**config.mk**
```make
export PLATFORM = sky130hd
export DESIGN_NAME = fetch_stage
export DESIGN_NICKNAME = d
export VERILOG_FILES = /design/src/rtl/fetch_stage.sv
export SDC_FILE = /design/constraint.sdc
export NUM_CORES = 1
export LEC_CHECK = 0
export CORE_UTILIZATION = 45
export DETAILED_ROUTE_END_ITERATION = 6
export GPL_TIMING_DRIVEN = 0
export MAX_ROUTING_LAYER = met4
export PLACE_DENSITY = 0.72
export SLEW_MARGIN = 20
export SYNTH_ARGS = -nofsm -noshare
export SYNTH_HDL_FRONTEND = slang
export SYNTH_SLANG_ARGS = --single-unit
```
**constraint.sdc**
```tcl
create_clock -name clk -period 3.23 [get_ports clk]
set_clock_uncertainty 0.05 [all_clocks]
set_input_delay 0.323 -clock clk [delete_from_list [all_inputs] [get_ports clk]]
set_output_delay 0.323 -clock clk [all_outputs]
set_load 0.05 [all_outputs]
```
**src/rtl/fetch_stage.sv**
```systemverilog
// Instruction fetch stage.
// Issues one request at a time to instruction memory, feeds the IF/ID
// pipeline register, parks a word in a one-entry buffer while decode is
// stalled, discards responses made stale by a branch, and stops after HALT.
module fetch_stage #(
    parameter logic [15:0] RESET_PC  = 16'h0000,
    parameter logic [15:0] NOP_INSTR = 16'h0800
) (
    input  logic        clk,
    input  logic        rst,
    input  logic        stall,
    input  logic        mem_stall,
    input  logic        takeBranch,
    input  logic [15:0] branch_target,
    output logic        imem_req,
    output logic [15:0] imem_addr,
    input  logic        imem_ready,
    input  logic [15:0] imem_data,
    output logic [15:0] instr_ID,
    output logic [15:0] PC_inc_ID,
    output logic        valid_ID,
    output logic        halted
);

    typedef enum logic [1:0] {
        FETCH,
        HOLD,
        HALTED
    } state_t;

    state_t      state, state_nxt;
    logic [15:0] pc, pc_nxt;
    logic        drop, drop_nxt;
    logic [15:0] drop_addr, drop_addr_nxt;   // address of the request being discarded
    logic [15:0] hold_buf, hold_buf_nxt;
    logic        started;                     // low until the first edge after reset
    logic [15:0] instr_nxt, pc_inc_nxt;
    logic        valid_nxt;

    logic        if_en;
    logic        accept;
    logic        deliver;
    logic [15:0] deliver_word;

    // Outputs derived directly from state; the request address stays on the
    // stale PC until the discarded response has come back.
    assign imem_req  = started & (state == FETCH);
    assign imem_addr = drop ? drop_addr : pc;
    assign halted    = (state == HALTED);

    assign if_en  = ~stall & ~mem_stall;
    assign accept = imem_req & imem_ready & ~drop & ~takeBranch;

    // Next-state logic: branch redirect first, then word delivery or bubble.
    always_comb begin
        // NOTE: every signal driven here gets a default first, so no path
        // leaves it unassigned and no latch is inferred.
        state_nxt     = state;
        pc_nxt        = pc;
        drop_nxt      = drop;
        drop_addr_nxt = drop_addr;
        hold_buf_nxt  = hold_buf;
        instr_nxt     = instr_ID;
        pc_inc_nxt    = PC_inc_ID;
        valid_nxt     = valid_ID;
        deliver       = 1'b0;
        deliver_word  = hold_buf;

        if (takeBranch) begin
            pc_nxt        = branch_target;
            state_nxt     = FETCH;
            hold_buf_nxt  = '0;
            instr_nxt     = NOP_INSTR;
            valid_nxt     = 1'b0;
            // A request still waiting for its response must be drained;
            // one answered in this very cycle is simply ignored.
            drop_nxt      = imem_req & ~imem_ready;
            drop_addr_nxt = imem_addr;
        end else begin
            if (drop && imem_ready) begin
                drop_nxt = 1'b0;
            end

            case (state)
                FETCH: begin
                    if (accept) begin
                        if (if_en) begin
                            deliver      = 1'b1;
                            deliver_word = imem_data;
                        end else begin
                            hold_buf_nxt = imem_data;
                            state_nxt    = HOLD;
                        end
                    end
                end
                HOLD: begin
                    if (if_en) begin
                        deliver      = 1'b1;
                        deliver_word = hold_buf;
                    end
                end
                default: ;  // HALTED: wait for a branch
            endcase

            if (deliver) begin
                instr_nxt  = deliver_word;
                pc_inc_nxt = pc + 16'd2;
                valid_nxt  = 1'b1;
                pc_nxt     = pc + 16'd2;
                state_nxt  = (deliver_word[15:11] == 5'b00000) ? HALTED : FETCH;
            end else if (if_en) begin
                instr_nxt = NOP_INSTR;
                valid_nxt = 1'b0;
            end
        end
    end

    // State and IF/ID registers with asynchronous active-low reset.
    always_ff @(posedge clk or negedge rst) begin
        if (!rst) begin
            state     <= FETCH;
            pc        <= RESET_PC;
            drop      <= 1'b0;
            drop_addr <= '0;
            hold_buf  <= '0;
            started   <= 1'b0;
            instr_ID  <= NOP_INSTR;
            PC_inc_ID <= 16'h0000;
            valid_ID  <= 1'b0;
        end else begin
            // NOTE: non-blocking assignments so every register samples the
            // pre-edge values regardless of statement order.
            state     <= state_nxt;
            pc        <= pc_nxt;
            drop      <= drop_nxt;
            drop_addr <= drop_addr_nxt;
            hold_buf  <= hold_buf_nxt;
            started   <= 1'b1;
            instr_ID  <= instr_nxt;
            PC_inc_ID <= pc_inc_nxt;
            valid_ID  <= valid_nxt;
        end
    end

endmodule
```
==> metrics.cfg <==
[logic_synthesis]
syn_inst = 411
netlist.area_leader.share = 0.518
synth_top_family_by_area = simple AND/OR/NAND/NOR gates
synthXorXnorAreaFrac = 0.0345
synthTopCellsByCount = dfrtp_1 (84), nor2_1 (62), nand2_1 (49), o21ai_0 (37), mux2_2 (21)
synth-adder-area-share = 0.00308
ys_seq_area_frac = 0.524
yosys-top-cells-area = dfrtp_1 (52%), mux2_2 (5.8%), nor2_1 (5.7%)
synthMuxAreaShare = 0.100
ys.flop_type = dfrtp_1
ys.warnings.count = 0
avgSynthCellArea_um2 = 9.88
synth.distinct_cells = 45
yosys.area_share.simple = 0.180
netlist_area_um2 = 4060
ys_ff_latch = 85
yosysTopAreaCell = dfrtp_1
async_reset_ff_frac = 1.00
synthMostInstantiatedCell = dfrtp_1
synth-edff-count = 0
syn_nets = 450
synth-compound-area-share = 0.124

[critical_path]
worstPathMaxFanout = 10
cp_cell_sequence = buf_2 -> buf_1 -> mux2_2 -> clkdlybuf4s50_1
crit_family = buffers and inverters
path_class = reg2out
worst_path_max_delay_cell = clkdlybuf4s50_1
cp.arrival_ns = 2.55
end_kind = output pin
crit_required_ns = 2.86
crit_buf_inv = 3
cp-start-kind = flip-flop
max_stage_delay_ns = 0.71

[worst_hold_path]
min_path_type = reg2reg

[timing]
rsz0062_at_grt = no
period_needed_ns = 2.92
maxSlewViolCount = 0
timing.hold.ws_ns = 0.430
worst_pin_slew_ns = 0.633
finalSetupViolCount = 0
max_freq_mhz = 342
fin_crit_sh = 0.905
fin_ws_ns = 0.307
relSlewSlack = 0.578
hold_viol = 0
setup_tns_ns = 0

[grt]
grt_start_max_net_pins = 47
gr-usage-all-layers = 0.234
grt_pass1_vias = 3494
antenna_found_initial = 0
grt-ovfl-total = 0
grt_pass1_wl_um = 17000

[clock_network]
cts_setup_buffers = 0
cts_root_buf = clkbuf_8
insertion_delay_ns = 0.35
cts_tree = done
clk_pin_slew_ns = 0.08
cts_resized = 0
numCtsBuffers = 9
clkSinkCount = 85
cts_hold_buf = 1
ctsLongestPathBuffers = 2
htreeDepth = 3

[run]
maxCapViolCount = 0

[layout]
area_growth_pct = 31.4
utilization = 0.612
fin_cells = 625
fin_nets = 551
drive_gt1_frac = 0.0948
final_cell_area_um2 = 5330
antennaDiodeCount = 0

[placed_design]
place_inst = 608
portBuffers = 88
place_area_um2 = 5100
place.gp.congestion = 0.807
hpwlAfterDp_um = 7360
dpl_worst_slack_ns = 0.438

[power_and_ir_drop]
cellLeakagePower_nw = 2.33
p_per_area_nw_per_um2 = 559
vdd.ir_drop.worst_mv = 0.249
total_power_mw = 2.98

[floorplan]
die_h_um = 97.0
die_area_um2 = 9400
pin_count = 89
fp.coreArea_um2 = 8720
die_w_um = 97.0
initial_core_util = 0.465
rows = 34

[routing]
post_drt_wl_per_cell_um = 16.3
remaining_drc_errors = 0
viasPerCell = 5.48
num_vias = 3422
drtIter0Drc = 151
drtAntennaViolNets = 0
drt_wl_total_um = 10200
drt-pass1-iter-count = 4

[run_status]
status = complete, no violations

-- worst reg2reg max path: cells and delay by family (launching register included) --
family                 cells  cell delay (ns)
AOI/OAI and AO/OA          2             0.72
buffers and inverters      1             0.28
DFF                        1             0.47
and+or+nand+nor            2             0.60
-- power by group --
| part | leakage [nW] | switching [mW] | internal, mW |
|---|---|---|---|
| sequential | 1.07 | 0.0786 | 1.18 |
| clock | 0.114 | 0.381 | 0.460 |
| combinational | 1.14 | 0.563 | 0.314 |
| total | 2.33 | 1.02 | 1.96 |
-- final cells by class --
type                            count  area [um^2]
Timing Repair Buffer               90          916
Inverter                            5         18.8
Clock inverter                      5         82.6
Multi-Input combinational cell    292         1800
Buffer                             29          115
Sequential cell                    85         2130
Tap cell                          108          135
Clock buffer                       11          141
Fill cell                         755         3390
-- metal layers --
metal | global-route usage | share of wire | vias to the layer above
li1 | - | - | 1636
met1 | 0.318 | 0.48 | 1650
met2 | 0.354 | 0.46 | 119
met3 | 0.0368 | 0.044 | 17
met4 | 0.0873 | 0.015 | 0
met5 | - | 0 | -
-- flip-flops by register name, summed over array words and instances (netlist names) --
name and count:
PC_inc_ID 16, drop_addr 16, hold_buf 16, instr_ID 16
pc 16, state 2, drop 1, started 1
valid_ID 1
-- path summary, 6_finish.rpt --
kind | from | endpoint | slack [ns] | depth (start not counted)
min reg2reg | PC_inc_ID[2]$_DFFE_PN0P_ | PC_inc_ID[2]$_DFFE_PN0P_ | 0.43 | 2
max | drop$_DFFE_PN0P_ | imem_addr[9] | 0.31 | 4
max reg2reg | state[1]$_DFFE_PN0P_ | pc[11]$_DFFE_PN0N_ | 0.98 | 5
min in group asynchronous | rst | instr_ID[7]$_DFFE_PN0P_ | 0.45 | 2
min | PC_inc_ID[2]$_DFFE_PN0P_ | PC_inc_ID[2]$_DFFE_PN0P_ | 0.43 | 2
max in group asynchronous | rst | instr_ID[11]$_DFFE_PN1P_ | 2.03 | 3
-- cells by family (layout without fill, tap and decap cells) --
| logic type | after synthesis | after routing |
|---|---|---|
| other cells | 1 | 1 |
| xor+xnor | 16 | 16 |
| compound gates | 77 | 77 |
| simple gates | 159 | 159 |
| fa+ha+maj | 1 | 1 |
| flops | 85 | 85 |
| buf+inv | 34 | 140 |
| mux | 38 | 38 |
-- layout by cell type, fill, tap and decap left out, drive strengths merged, types with 2 or more instances in the layout --
| cell | count |
|---|---|
| nor2 | 62 |
| mux2i | 17 |
| inv | 6 |
| o211ai | 6 |
| clkdlybuf4s50 | 87 |
| and3 | 4 |
| clkinv | 2 |
| nand2 | 49 |
| nand3b | 2 |
| a22o | 16 |
| dfrtp | 84 |
| buf | 11 |
| xnor2 | 10 |
| o311ai | 3 |
| mux2 | 21 |
| a31oi | 5 |
| o21ai | 37 |
| or4 | 2 |
| bufinv | 2 |
| or3 | 5 |
| nand4 | 3 |
| nor3 | 4 |
| xor2 | 6 |
| and2 | 2 |
| nand3 | 13 |
| clkbuf | 31 |
| a21oi | 3 |
| nor2b | 2 |
| nor4 | 3 |
| and4 | 2 |
No activity file was read; power rests on OpenSTA's default activity.
